[src/rtl/dmx_pkg.sv]
// Shared DMX definitions: frame generator state encoding and slot/address limits.
package dmx_pkg;

    localparam int MAX_CH     = 512;
    localparam int DMX_ADDR_W = 9;

    typedef enum logic [2:0] {
        S_IDLE  = 3'd0,
        S_START = 3'd1,
        S_FETCH = 3'd2,
        S_LOAD  = 3'd3,
        S_SEND  = 3'd4,
        S_GAP   = 3'd5
    } dmx_state_e;

endpackage

[src/rtl/dmx_frame_gen.sv]
// DMX512 frame sequencer: offers start code then channel bytes from RAM to a
// byte transmitter over an avail/ack handshake, with a programmable inter-frame gap.
//
// state | meaning
// IDLE  | waiting for enable; latches count/gap on frame start
// START | start code offered (break flag set) until ack
// FETCH | rd_en pulse, rd_addr = current slot
// LOAD  | RAM byte captured into data, avail raised
// SEND  | channel byte offered until ack
// GAP   | inter-frame idle; frame_done pulses on entry
module dmx_frame_gen
    import dmx_pkg::dmx_state_e, dmx_pkg::S_IDLE, dmx_pkg::S_START, dmx_pkg::S_FETCH,
           dmx_pkg::S_LOAD, dmx_pkg::S_SEND, dmx_pkg::S_GAP, dmx_pkg::DMX_ADDR_W;
#(
    parameter logic [7:0] START_CODE = 8'h00,
    parameter int         MAX_CH     = 512
) (
    input  logic                  clk,
    input  logic                  rst_n,
    input  logic                  enable,
    input  logic [9:0]            ch_count,
    input  logic [15:0]           gap_cycles,
    output logic                  rd_en,
    output logic [DMX_ADDR_W-1:0] rd_addr,
    input  logic [7:0]            rd_data,
    output logic                  avail,
    output logic [8:0]            data,
    input  logic                  ack,
    output logic                  busy,
    output logic                  frame_done
);

    localparam logic [9:0] MAX_CH_L = 10'(MAX_CH);

    dmx_state_e            state_q, state_d;
    logic [9:0]            count_q, count_d;
    logic [9:0]            slot_q, slot_d;
    logic [15:0]           gap_cnt_q, gap_cnt_d;
    logic [DMX_ADDR_W-1:0] rd_addr_q, rd_addr_d;
    logic                  avail_q, avail_d;
    logic [8:0]            data_q, data_d;
    logic                  busy_q, busy_d;
    logic                  frame_done_q, frame_done_d;
    logic [9:0]            slot_inc;
    logic                  took;

    assign slot_inc = slot_q + 10'd1;
    assign took     = avail_q & ack;

    always_comb begin
        state_d      = state_q;
        count_d      = count_q;
        slot_d       = slot_q;
        gap_cnt_d    = gap_cnt_q;
        rd_addr_d    = rd_addr_q;
        avail_d      = avail_q;
        data_d       = data_q;
        busy_d       = busy_q;
        frame_done_d = 1'b0;
        rd_en        = 1'b0;

        case (state_q)
            S_IDLE: begin
                if (enable) begin
                    count_d   = (ch_count > MAX_CH_L) ? MAX_CH_L : ch_count;
                    gap_cnt_d = gap_cycles;
                    slot_d    = 10'd0;
                    rd_addr_d = '0;
                    busy_d    = 1'b1;
                    avail_d   = 1'b1;
                    data_d    = {1'b1, START_CODE};
                    state_d   = S_START;
                end
            end
            S_START: begin
                if (took) begin
                    avail_d = 1'b0;
                    if (count_q == 10'd0) begin
                        frame_done_d = 1'b1;
                        busy_d       = 1'b0;
                        state_d      = S_GAP;
                    end else begin
                        rd_addr_d = slot_q[DMX_ADDR_W-1:0];
                        state_d   = S_FETCH;
                    end
                end
            end
            S_FETCH: begin
                rd_en   = 1'b1;
                state_d = S_LOAD;
            end
            S_LOAD: begin
                data_d  = {1'b0, rd_data};
                avail_d = 1'b1;
                state_d = S_SEND;
            end
            S_SEND: begin
                if (took) begin
                    avail_d = 1'b0;
                    slot_d  = slot_inc;
                    if (slot_inc < count_q) begin
                        rd_addr_d = slot_inc[DMX_ADDR_W-1:0];
                        state_d   = S_FETCH;
                    end else begin
                        frame_done_d = 1'b1;
                        busy_d       = 1'b0;
                        state_d      = S_GAP;
                    end
                end
            end
            S_GAP: begin
                // GAP plus the IDLE cycle before the next START make frame_done
                // to next avail exactly gap_cycles clocks (minimum one GAP cycle).
                if (gap_cnt_q <= 16'd2) begin
                    state_d = S_IDLE;
                end else begin
                    gap_cnt_d = gap_cnt_q - 16'd1;
                end
            end
            default: begin
                state_d = S_IDLE;
            end
        endcase
    end

    always_ff @(posedge clk or negedge rst_n) begin
        if (!rst_n) begin
            state_q      <= S_IDLE;
            count_q      <= '0;
            slot_q       <= '0;
            gap_cnt_q    <= '0;
            rd_addr_q    <= '0;
            avail_q      <= 1'b0;
            data_q       <= '0;
            busy_q       <= 1'b0;
            frame_done_q <= 1'b0;
        end else begin
            state_q      <= state_d;
            count_q      <= count_d;
            slot_q       <= slot_d;
            gap_cnt_q    <= gap_cnt_d;
            rd_addr_q    <= rd_addr_d;
            avail_q      <= avail_d;
            data_q       <= data_d;
            busy_q       <= busy_d;
            frame_done_q <= frame_done_d;
        end
    end

    assign rd_addr    = rd_addr_q;
    assign avail      = avail_q;
    assign data       = data_q;
    assign busy       = busy_q;
    assign frame_done = frame_done_q;

endmodule

[config.mk]
export PLATFORM = sky130hd
export DESIGN_NAME = dmx_frame_gen
export DESIGN_NICKNAME = d
export VERILOG_FILES = /design/src/rtl/dmx_pkg.sv /design/src/rtl/dmx_frame_gen.sv
export SDC_FILE = /design/constraint.sdc
export NUM_CORES = 1
export LEC_CHECK = 0
export CORE_ASPECT_RATIO = 2
export CORE_UTILIZATION = 30
export DETAILED_ROUTE_END_ITERATION = 6
export GPL_TIMING_DRIVEN = 0
export PLACE_DENSITY = 0.47
export SYNTH_ARGS = -nofsm -noshare
export SYNTH_HDL_FRONTEND = slang
export SYNTH_SLANG_ARGS = --single-unit
export TNS_END_PERCENT = 30
[constraint.sdc]
create_clock -name clk -period 4.7 [get_ports clk]
set_input_delay 0.94 -clock clk [delete_from_list [all_inputs] [get_ports clk]]
set_output_delay 0.94 -clock clk [all_outputs]
set_load 0.005 [all_outputs]
# Word level (Yosys, flattened, before mapping)
# Cells that the tools add are included.
# W data, S select, Z words.
[word_totals] regBits=60 input_bits=38
[classes] bitwise=1 n_eq_ne=15 n_mux=36 n_reduce_logical=16 addsub=2 order_cmp=3
[ops] operator="$mux W9" n=6
[ops] operator="$mux W16" n=2
[ops] operator="$pmux W16 S2" n=1
[ops] operator="$mux W10" n=3
[ops] operator="$pmux W9 S3" n=1
[ops] operator="$pmux W10 S2" n=1
[ops] operator="$mux W3" n=6
[ops] operator="$ne A2 B2 Y1 const B" n=9
[ops] operator="$pmux W3 S6" n=1
[ops] operator="$pmux W9 S2" n=1
[ops] operator="$le A16 B2 Y1 const B" n=1
[ops] operator="$sub A16 B1 Y16 const B" n=1
[ops] operator="$reduce_and A6 Y1" n=2
[ops] operator="$mux W1" n=11
[ops] operator="$add A10 B1 Y10 const B" n=1
[ops] operator="$gt A10 B10 Y1 const B" n=1
[ops] operator="$logic_not A10 Y1" n=1
[ops] operator="$lt A10 B10 Y1" n=1
[ops] operator="$reduce_and A3 Y1" n=3
[ops] operator="$eq A3 B2 Y1 const B" n=2
[ops] operator="$eq A3 B3 Y1 const B" n=2
[ops] operator="$pmux W1 S3" n=2
[ops] operator="$reduce_bool A2 Y1" n=3
[ops] operator="$reduce_bool A3 Y1" n=2
[ops] operator="8 further kinds" n=9

# Logic depth before layout (Yosys ltp)
# Gate-level depths: netlist of run 1.
[depth] word_depth=5 mapped_depth=12 mapped_depth_nobuf=10

# Worst setup path before layout of run 1
# Ideal clock, no wire load.
[synth_path] kind="flip-flop to flip-flop" from="register slot_q[2]" to="register rd_addr_q[0], in the netlist rd_addr[0]" t_arrival_ps=3051 setup_ps=125 required_ps=4575 stages_incl_launch_ff=12 slack_ps=1524 synth_period_minus_slack_ps=3176 cell_sequence="dfrtp_1 clkbuf_8 and4_1 and4_1 clkbuf_1 xor2_1 ha_1 a211oi_1 nor2_1 or4_4 a211oi_4 mux2_2"
[synth_between] elab_chain_cells=4
[synth_lines] element="start: declaration" line="dmx_frame_gen.sv:37" text="logic [9:0] slot_q, slot_d;"
[synth_lines] element="start signal: assignment" line="dmx_frame_gen.sv:140" text="slot_q <= slot_d;"
[synth_lines] element="$add A10 B1 Y10" line="dmx_frame_gen.sv:47" text="assign slot_inc = slot_q + 10'd1;"
[synth_lines] element="$lt A10 B10 Y1" line="dmx_frame_gen.sv:101" text="if (slot_inc < count_q) begin"
[synth_lines] element="$ne A2 B2 Y1 (no source line)"
[synth_lines] element="$reduce_and A6 Y1 (no source line)"
[synth_lines] element="end signal: assignment" line="dmx_frame_gen.sv:142" text="rd_addr_q <= rd_addr_d;"
[synth_lines] element="end: declaration" line="dmx_frame_gen.sv:39" text="logic [DMX_ADDR_W-1:0] rd_addr_q, rd_addr_d;"
# Every way passes these cells.
# A chain may end at the register's enable or synchronous reset.

# Final worst setup path of run 1
[layout_path] from="register slot_q[0]" to="register rd_addr_q[2], in the netlist rd_addr[2]"
[layout_between] elab_chain_cells=4
[layout_lines] element="$add A10 B1 Y10 *" line="dmx_frame_gen.sv:47"
[layout_lines] element="$lt A10 B10 Y1 / $mux W9 (equally long branches)" line="dmx_frame_gen.sv:101"
[layout_lines] element="$ne A2 B2 Y1 (no source line) / $mux W9 (equally long branches)"
[layout_lines] element="$reduce_and A6 Y1 (no source line) / $pmux W9 S3 (equally long branches)"
# Every way passes the cells marked *; elsewhere a longest branch is shown, timed or not. The select of a mux whose other input is x is not followed.

==> out/qor.csv, run 1 <==
metric,value,unit
crit path time final,3.60,ns
pwr/cell area,530,nW/um^2
post-synthesis sequential area ratio,42.1,%
cts hold-fix bufs,0,
Reg2Reg Setup Slack,1.10,ns
CP Capture Type,flop,
root buf cell,clkbuf_16,
first-pass iteration count of the detailed router,4,
xor/xnor share of the synthesized area,1.96,%
final wirelength,10800,um
die area,12400,um^2
Adder-Cell Fraction of Synth Area,4.21,%
Setup TNS Final,0,ns
remaining routing DRC violations,0,
placed cell area,4340,um^2
Worst-Margin Slew,0.811,ns
synthesized area,3570,um^2
Peak VDD IR,0.270,mV
WL/cell,17.9,um
nets@finish,507,
antenna violations before repair,0,
Sw Ratio,38.5,%
gpl congestion,0.808,
switching pwr,0.000941,W
Netlist cell types,64,
filler instances,1200,
CTS Sinks,60,
Post-synth EDFFs,0,
Post-CTS Resized,0,
Reg power frac,34.2,%
hold crit path type,flop to flop,
Clk pwr share,25.5,%
Final Cell Area,4620,um^2
number of setup buffers added after CTS,0,
Post-DRT Antenna Nets,0,
"commonest non-fill, non-tap cell in the layout",dfrtp_1,
FP Rows,56,
syn_area_per_cell,9.22,um^2
skew final,0.00742,ns
Storage cell area,1500,um^2
die width,79.1,um
asr flop ratio synth,100,%
RSZ-0062 raised after global routing,no,
top_reg_cell synth,dfrtp_1,
Core Footprint,11600,um^2
Synth Area in Compound Gates,23.1,%
IO Count,60,
Avg Vias per Cell,5.30,
crit-path max FO,9,
mux cell area share after synthesis,2.77,%
startpoint type of the worst setup path,flop,
Pint,0.00150,W
Pleak,1.88,nW
layout cells sized above 1,9.98,%
total CTS buffers,9,
multi-input combinational cell area,1830,um^2
endpoints failing setup,0,
post-synth top area share,42.1,%
vias in the first global route,3217,
MaxCap Viol Count,0,
status,completed,
main combinational cell family by area after synthesis,compound AO/OA/AOI/OAI gates,
Post-Synthesis Cells,387,
first-pass GRT wire length,17000,um
max frequency,0.278,GHz
largest net degree at the start of global routing,61,
Finished Core Util,39.7,%
DP HPWL,8090,um
GR Util All Layers,18.5,%
"top cells by area, synth","dfrtp_1 42%, o21ai_0 4.9%, a21oi_1 4.3%",
Post-Synth Simple-Gate Area,19.2,%
Crit Path Category,flop to flop,
Worst EP required,4.91,ns
Mapped Nets,437,
Worst slew margin,45.9,%
Worst-Skew Late Latency,0.33,ns
initial DRC count,219,
deepest clock path buffer count,2,
synth warn,0,
Worst EP arrival,3.81,ns
die height,156,um
"commonest non-fill, non-tap cells in the layout","60 x dfrtp_1, 58 x clkdlybuf4s50_1, 36 x nand2_1",
area delta synth->final,29.3,%
max-slew violation count,0,
Worst-path clk slew,0.05,ns
GR Overflow Total,0,
#FFs+latches synth,60,
Comb pwr share,40.3,%
final hold viol count,0,
TritonCTS clock tree,done,
# diodes,0,
Final Cycle Share,76.6,%
cell taking the most area after synthesis,dfrtp_1,
initial core utilization,30.7,%
DR vias,3210,
PortBufs,59,
CTS H-Tree Depth,3,
==> metal layers <==
layer | vias up | wire length [um] | global-route usage (%)
li1 | 1564 | - | -
met1 | 1560 | 3850 | 17.8
met2 | 66 | 6340 | 36.0
met3 | 20 | 291 | 3.67
met4 | 0 | 340 | 8.92
met5 | - | 0 | 0
==> sequential cells by signal, summed over array words and instances, names as in the netlist <==
register / cells
count_q: 10
frame_done: 1
gap_cnt_q: 16
busy: 1
rd_addr: 9
avail: 1
slot_q: 10
state_q: 3
data: 9
==> power by group through the flow <==
stage / clock network [W] / registers, W / logic [W]
floorplan: 0 / 0.000804 / 0.000642
global placement: 0 / 0.000838 / 0.000981
detailed placement: 0 / 0.000842 / 0.000994
CTS: 0.000636 / 0.000834 / 0.000999
global route: 0.000658 / 0.000858 / 0.00109
finish: 0.000623 / 0.000837 / 0.000984
==> cells in the mapped netlist (all sizes together), types with 7 or more instances <==
cell	count
a211oi	8
a21oi	31
a22o	9
a31oi	9
clkbuf	18
dfrtp	60
ha	12
inv	18
mux2	7
nand2	36
nand3	12
nor2	26
nor3	10
o21ai	35
o22ai	8
==> critical path, cell delays in order, from the launching register on <==
cell and delay (ns):
dfrtp_1 0.50, ha_1 0.30, nand3_1 0.23, nor2_1 0.31, xor2_1 0.20, ha_1 0.26
o21ai_0 0.15, nor2_1 0.06, or4_4 0.58, a211oi_4 0.49, mux2_2 0.39
==> cells by family (layout without fill, tap and decap cells) <==
| group | after synthesis | count (layout) |
|---|---|---|
| xor+xnor | 8 | 8 |
| flops | 60 | 60 |
| compound gates | 127 | 127 |
| simple gates | 129 | 129 |
| buf+inv | 42 | 116 |
| mux | 9 | 9 |
| fa+ha+maj | 12 | 12 |
==> layout make-up <==
class / count / area share [%]
multi-input combinational: 285 / 39.7
sequential: 60 / 32.5
timing repair buffer: 59 / 12.7
clock buffer: 11 / 5.47
tap: 145 / 3.93
buffer: 24 / 3.66
inverter: 18 / 1.46
clock inverter: 4 / 0.542
==> worst paths after layout <==
check | end | start | cells after the start
worst max-delay path | rd_addr[2]$_DFFE_PN0P_ | slot_q[0]$_DFFE_PN0P_ | 10
worst min-delay path | data[0]$_DFFE_PN0P_ | data[0]$_DFFE_PN0P_ | 1
worst max register to register | rd_addr[2]$_DFFE_PN0P_ | slot_q[0]$_DFFE_PN0P_ | 10
worst min register to register | data[0]$_DFFE_PN0P_ | data[0]$_DFFE_PN0P_ | 1
max in group asynchronous | gap_cnt_q[8]$_DFFE_PN0P_ | rst_n | 1
min in group asynchronous | count_q[7]$_DFFE_PN0P_ | rst_n | 1
==> stage by stage <==
| step | instances | total power [W] | worst slack [ns] | hold slack [ns] |
|---|---|---|---|---|
| after floorplan | 387 | 0.00145 | 1.52 | 0.473 |
| after global placement | 591 | 0.00182 | 0.449 | 0.484 |
| after detailed placement | 591 | 0.00184 | 1.08 | 0.488 |
| after CTS | 606 | 0.00247 | 1.06 | 0.499 |
| after global routing | 606 | 0.00261 | 0.882 | 0.525 |
| final | 606 | 0.00244 | 1.10 | 0.493 |
No activity file was read; power rests on OpenSTA's default activity.
==> run 2: changes to the inputs <==
Settings changed: PLACE_DENSITY 0.47 to 0.49.
Clock period 4.7 ns to 2.9 ns, I/O delays scaled along.
==> run 2 against run 1 <==
The run now ends with negative setup slack left. Register-to-register slack lost 1.4 ns. Flip-flop and latch count is the same. Count of clock-buffer cells in the layout shrank 1. Cell count grew 2.5%. Sequential share of layout area shrank 2.0 points. Clock power grew 89%. First-iteration DRC count shrank 11%. Global-route usage grew 0.24 points. Combinational power grew 75%. Maximum frequency grew 14%. Hold slack lost 0.17 ns. Cell area grew 6.9%. Largest cell class unchanged.
==> out/qor.csv, run 2 (synthesis results as in run 1) <==
metric,value,unit,change
area delta synth->final,38.3,%,was 29.3%
skew final,0.00785,ns,was 0.00742 ns
"commonest non-fill, non-tap cell in the layout",clkdlybuf4s50_1,,was dfrtp_1
Regs by FF count,"gap_cnt_q: 16 flops, count_q: 10 flops, slot_q: 10 flops",,unchanged
Final Cell Area,4940,um^2,was 4620 um^2
first-pass GRT wire length,17300,um,was 17000 um
cell family with most CP delay,simple AND/OR/NAND/NOR gates,,unchanged
largest net degree at the start of global routing,61,,unchanged
Sw Ratio,37.2,%,was 38.5%
status,finished with violations,,was completed
final worst slack,-0.267,ns,was 1.10 ns
DR vias,3289,,was 3210
die width,79.1,um,unchanged
max-slew violation count,0,,unchanged
Worst-Margin Slew,0.823,ns,was 0.811 ns
Clk pwr share,27.7,%,was 25.5%
MaxCap Viol Count,0,,unchanged
CP Capture Type,flop,,unchanged
GR Util All Layers,18.8,%,was 18.5%
Worst EP required,3.11,ns,was 4.91 ns
Worst EP arrival,3.38,ns,was 3.81 ns
WL/cell,17.8,um,was 17.9 um
failing checks,negative setup slack,,
Worst-Skew Late Latency,0.33,ns,about the same
crit path buf inv count,3,,was 0
filler instances,1192,,was 1200
Worst R2R Start,slot_q[2]$_DFFE_PN0P_,,was slot_q[0]$_DFFE_PN0P_
gpl congestion,0.832,,was 0.808
antenna violations before repair,0,,unchanged
root buf cell,clkbuf_16,,unchanged
Reg power frac,31.8,%,was 34.2%
DP HPWL,8110,um,was 8090 um
Comb pwr share,40.5,%,was 40.3%
Crit Path Category,flop to flop,,unchanged
Post-DRT Antenna Nets,0,,unchanged
TritonCTS clock tree,done,,unchanged
max frequency,0.316,GHz,was 0.278 GHz
Avg Vias per Cell,5.30,,about the same
crit-path max FO,8,,was 9
Worst-path clk slew,0.06,ns,was 0.05 ns
initial core utilization,30.7,%,unchanged
crit-path cells,buf_8 > and4_4 > and4_1 > clkbuf_8 > nand3_4 > xnor2_2 > ha_1 > nand4_1 > a211oi_1 > or4_4 > a211oi_4 > buf_12 > mux2_4,,was ha_1 > nand3_1 > nor2_1 > xor2_1 > ha_1 > o21ai_0 > nor2_1 > or4_4 > a211oi_4 > mux2_2
Final Cycle Share,109,%,was 76.6%
die height,156,um,unchanged
Peak VDD IR,0.393,mV,was 0.270 mV
first-pass iteration count of the detailed router,4,,unchanged
Reg with most FFs,gap_cnt_q,,unchanged
nets@finish,521,,was 507
"commonest non-fill, non-tap cells in the layout","58 x clkdlybuf4s50_1, 57 x dfrtp_1, 36 x nand2_1",,"was 60 x dfrtp_1, 58 x clkdlybuf4s50_1, 36 x nand2_1"
startpoint type of the worst setup path,flop,,unchanged
FP Rows,56,,unchanged
IO Count,60,,unchanged
total CTS buffers,9,,unchanged
CP max stage cell,or4_4,,unchanged
layout cells sized above 1,17.0,%,was 9.98%
deepest clock path buffer count,2,,unchanged
PortBufs,59,,unchanged
start point of the critical path,slot_q[2]$_DFFE_PN0P_,,was slot_q[0]$_DFFE_PN0P_
CTS H-Tree Depth,3,,unchanged
crit-path max cell delay,0.55,ns,was 0.58 ns
final hold viol count,0,,unchanged
vias in the first global route,3259,,was 3217
pwr/cell area,862,nW/um^2,was 530 nW/um^2
Pint,0.00267,W,was 0.00150 W
final wirelength,11000,um,was 10800 um
Worst slew margin,45.2,%,was 45.9%
cts hold-fix bufs,0,,unchanged
Finished Core Util,42.4,%,was 39.7%
initial DRC count,196,,was 219
placed cell area,4350,um^2,was 4340 um^2
CTS Sinks,60,,unchanged
# diodes,0,,unchanged
endpoints failing setup,12,,was 0
crit path time final,3.17,ns,was 3.60 ns
GR Overflow Total,0,,unchanged
switching pwr,0.00158,W,was 0.000941 W
max FFs per register,16,,unchanged
hold crit path type,input pin to async pin,,was flop to flop
Setup TNS Final,-2.40,ns,was 0 ns
remaining routing DRC violations,0,,unchanged
Pleak,2.04,nW,was 1.88 nW
Core Footprint,11600,um^2,unchanged
die area,12400,um^2,unchanged
RSZ-0062 raised after global routing,yes,,was no
==> run 2: worst register-to-register path, cell delays in order, from the launching register on <==
cell      delay, ns
dfrtp_1        0.36
buf_8          0.11
and4_4         0.23
and4_1         0.18
clkbuf_8       0.15
nand3_4        0.07
xnor2_2        0.15
ha_1           0.31
nand4_1        0.12
a211oi_1       0.06
or4_4          0.55
a211oi_4       0.28
buf_12         0.17
mux2_4         0.30
==> run 2: area by class of cell <==
class                   count  area (um^2)  area share, %
multi-input cells         285         1960           39.8
well taps                 145          181           3.68
inverters                  18         67.6           1.37
flip-flops and latches     60         1510           30.5
clock buffers              10          239           4.84
clock inverters             6         87.6           1.77
plain buffers              23          178           3.60
repair buffers             74          713           14.4
==> run 2: metal layers <==
metal,vias to the layer above,GRT usage [%],share of wire [%]
li1,1586,-,-
met1,1598,19.4,37
met2,77,34.9,56
met3,28,3.15,2.7
met4,0,10.0,4.4
met5,-,0,0
==> run 2: final timing paths <==
| check | cells after the start | end | slack (ns) |
|---|---|---|---|
| worst max-delay path | 13 | rd_addr[3]$_DFFE_PN0P_ | -0.27 |
| worst min-delay path | 1 | count_q[6]$_DFFE_PN0P_ | 0.32 |
| worst max register to register | 13 | rd_addr[3]$_DFFE_PN0P_ | -0.27 |
| worst min register to register | 1 | data[6]$_DFFE_PN0P_ | 0.49 |
| max in group asynchronous | 1 | slot_q[1]$_DFFE_PN0P_ | 1.97 |
| min in group clk | 1 | data[6]$_DFFE_PN0P_ | 0.49 |
==> run 2: metrics by stage <==
step           hold slack, ns  worst slack [ns]  instances  total power, W
6_report                0.323            -0.267        621         0.00425
5_1_grt                 0.406            -0.359        621         0.00453
4_1_cts                 0.378            -0.373        610         0.00424
3_5_place_dp            0.480            -0.814        591         0.00299
3_3_place_gp            0.483            -0.953        591         0.00295
2_1_floorplan           0.284            -0.225        387         0.00235
==> run 2: power groups by stage <==
stage / Sequential, W / Combinational, W / Clock (W)
after floorplan: 0.00130 / 0.00105 / 0
after global placement: 0.00136 / 0.00159 / 0
after detailed placement: 0.00137 / 0.00162 / 0
after CTS: 0.00135 / 0.00168 / 0.00120
after global routing: 0.00139 / 0.00189 / 0.00125
final: 0.00135 / 0.00172 / 0.00118
==> run 2: timing repair <==
item | in CTS | in global routing
buffers inserted | 3 | 12
resized for setup | 15 | 16
endpoints found under the setup margin | 14 | 13
hold endpoints to repair | 0 | 0
pin swaps | 2 | 9
cloned | 0 | 0
==> run 3: changes to the inputs <==
Settings changed: PLACE_DENSITY 0.49 to 0.47.
Clock period 2.9 ns to 3.1 ns, I/O delays scaled along.
==> run 3 against run 2 <==
The run now ends clean. Sequential power is 6% lower. Highest routed layer unchanged. First-iteration DRC count is 4.6% higher. Total power is 8.1% lower. Hold slack better by 0.048 ns.
==> out/qor.csv, run 3 (synthesis results as in run 1) <==
metric,value,unit,change
gpl congestion,0.839,,was 0.832
MaxCap Viol Count,0,,unchanged
DP HPWL,7940,um,was 8110 um
Core Footprint,11600,um^2,unchanged
antenna violations before repair,0,,unchanged
Worst-path clk slew,0.06,ns,about the same
hold crit path type,input pin to async pin,,unchanged
max-slew violation count,0,,unchanged
area delta synth->final,38.8,%,was 38.3%
vias in the first global route,3402,,was 3259
Worst R2R Start,slot_q[1]$_DFFE_PN0P_,,was slot_q[2]$_DFFE_PN0P_
initial DRC count,205,,was 196
cts hold-fix bufs,0,,unchanged
remaining routing DRC violations,0,,unchanged
Final Cycle Share,99.3,%,was 109%
GR Util All Layers,19.0,%,was 18.8%
Finished Layout Cells,619,,was 621
crit-path max cell delay,0.55,ns,about the same
CP max stage cell,or4_4,,unchanged
Peak VDD IR,0.352,mV,was 0.393 mV
Regs by FF count,"gap_cnt_q: 16 flops, count_q: 10 flops, slot_q: 10 flops",,unchanged
max FFs per register,16,,unchanged
Crit Path Category,flop to flop,,unchanged
"commonest non-fill, non-tap cell in the layout",clkdlybuf4s50_1,,unchanged
DR vias,3228,,was 3289
Worst-Skew Late Latency,0.33,ns,about the same
WL/cell,17.6,um,was 17.8 um
startpoint type of the worst setup path,flop,,unchanged
final hold viol count,0,,unchanged
deepest clock path buffer count,2,,unchanged
IO Count,60,,unchanged
pwr/cell area,789,nW/um^2,was 862 nW/um^2
Worst slew margin,45.6,%,was 45.2%
Pleak,2.01,nW,was 2.04 nW
CTS Sinks,60,,unchanged
Finished Core Util,42.6,%,was 42.4%
die width,79.1,um,unchanged
initial core utilization,30.7,%,unchanged
Reg with most FFs,gap_cnt_q,,unchanged
layout cells sized above 1,17.9,%,was 17.0%
reg2reg end,rd_addr[5]$_DFFE_PN0P_,,was rd_addr[3]$_DFFE_PN0P_
Reg2Reg Setup Slack,0.02,ns,was -0.27 ns
die height,156,um,unchanged
placed insts,591,,unchanged
final worst slack,0.0220,ns,was -0.267 ns
Worst-Margin Slew,0.817,ns,was 0.823 ns
max frequency,0.325,GHz,was 0.316 GHz
most used cell along the critical path,and4_4,,
Worst EP required,3.31,ns,was 3.11 ns
Hold Slack,0.371,ns,was 0.323 ns
crit path time final,3.08,ns,was 3.17 ns
GR Overflow Total,0,,unchanged
Post-DRT Antenna Nets,0,,unchanged
nets@finish,519,,was 521
largest net degree at the start of global routing,61,,unchanged
root buf cell,clkbuf_16,,unchanged
CTS H-Tree Depth,3,,unchanged
Avg Vias per Cell,5.21,,was 5.30
"commonest non-fill, non-tap cells in the layout","58 x clkdlybuf4s50_1, 57 x dfrtp_1, 35 x nand2_1",,"was 58 x clkdlybuf4s50_1, 57 x dfrtp_1, 36 x nand2_1"
skew final,0.00582,ns,was 0.00785 ns
PortBufs,59,,unchanged
die area,12400,um^2,unchanged
first-pass GRT wire length,17700,um,was 17300 um
crit-path cells,and4_4 > and4_4 > nand3_4 > xnor2_4 > ha_4 > nand4_1 > a211oi_2 > or4_4 > a211oi_4 > buf_12 > mux2_4,,was buf_8 > and4_4 > and4_1 > clkbuf_8 > nand3_4 > xnor2_2 > ha_1 > nand4_1 > a211oi_1 > or4_4 > a211oi_4 > buf_12 > mux2_4
status,completed,,was finished with violations
crit-path max FO,8,,unchanged
final wirelength,10900,um,was 11000 um
CP Capture Type,flop,,unchanged
FP Rows,56,,unchanged
TritonCTS clock tree,done,,unchanged
Worst EP arrival,3.29,ns,was 3.38 ns
RSZ-0062 raised after global routing,yes,,unchanged
worst r2r path cells,11,,was 13
endpoints failing setup,0,,was 12
first-pass iteration count of the detailed router,4,,unchanged
total CTS buffers,9,,unchanged
# diodes,0,,unchanged
dpl ws,-0.600,ns,was -0.814 ns
run 3: cell types whose count changed in the layout (fill, tap and decap cells not counted), sizes merged:
cell      change
buf           -1
bufinv        -1
clkbuf        -1
clkinv        +2
clkinvlp      -1
run 3: timing repair:
| item | in CTS | in global routing |
|---|---|---|
| setup endpoints to repair | 13 | 13 |
| pin swaps | 8 | 11 |
| resized for setup | 26 | 15 |
| setup buffers | 8 | 7 |
run 3: worst max path at each step:
stage                                from                     end
detailed placement  slot_q[0]$_DFFE_PN0P_  rd_addr[2]$_DFFE_PN0P_
floorplan           slot_q[2]$_DFFE_PN0P_  rd_addr[0]$_DFFE_PN0P_
global route        slot_q[0]$_DFFE_PN0P_  rd_addr[2]$_DFFE_PN0P_
global placement                    rst_n     data[6]$_DFFE_PN0P_
CTS                 slot_q[2]$_DFFE_PN0P_  rd_addr[3]$_DFFE_PN0P_
finish              slot_q[1]$_DFFE_PN0P_  rd_addr[5]$_DFFE_PN0P_
run 3: critical path, delay by kind of cell, from the launching register on:
kind            cells  cell delay, ns
fa+ha+maj           1            0.23
xor+xnor            1            0.21
compound gates      2            0.32
buf+inv             1            0.17
mux                 1            0.30
flops               1            0.43
simple gates        5            1.30
run 3: where the power goes:
group	total, W	leakage (nW)	switching [W]	internal (W)
registers	0.00127	0.756	0.000235	0.00103
clock network	0.00102	0.144	0.000378	0.000642
logic	0.00162	1.11	0.000863	0.000759
run 3: cell type report:
type                    instances  area, um^2
plain buffers                  21         151
clock buffers                  10         239
clock inverters                 6        63.8
fillers                      1207        6680
inverters                      18        67.6
multi-input cells             285        2030
flip-flops and latches         60        1510
well taps                     145         181
repair buffers                 74         713
run 3: layer usage:
metal	vias to the layer above	global-route usage [%]	part of all wire [%]
met4	0	8.14	2.2
met3	15	3.67	3.1
met1	1558	19.9	38
met5	-	0	0
li1	1581	-	-
met2	74	35.8	57
run 3: stage by stage:
| step | total power [W] | setup TNS, ns | instance area, um^2 |
|---|---|---|---|
| finish | 0.00391 | 0 | 4950 |
| global route | 0.00417 | -0.282 | 4950 |
| CTS | 0.00391 | -0.582 | 4820 |
| detailed placement | 0.00278 | -6.12 | 4340 |
| global placement | 0.00277 | -52.28 | 4350 |
| floorplan | 0.00220 | -0.255 | 3570 |
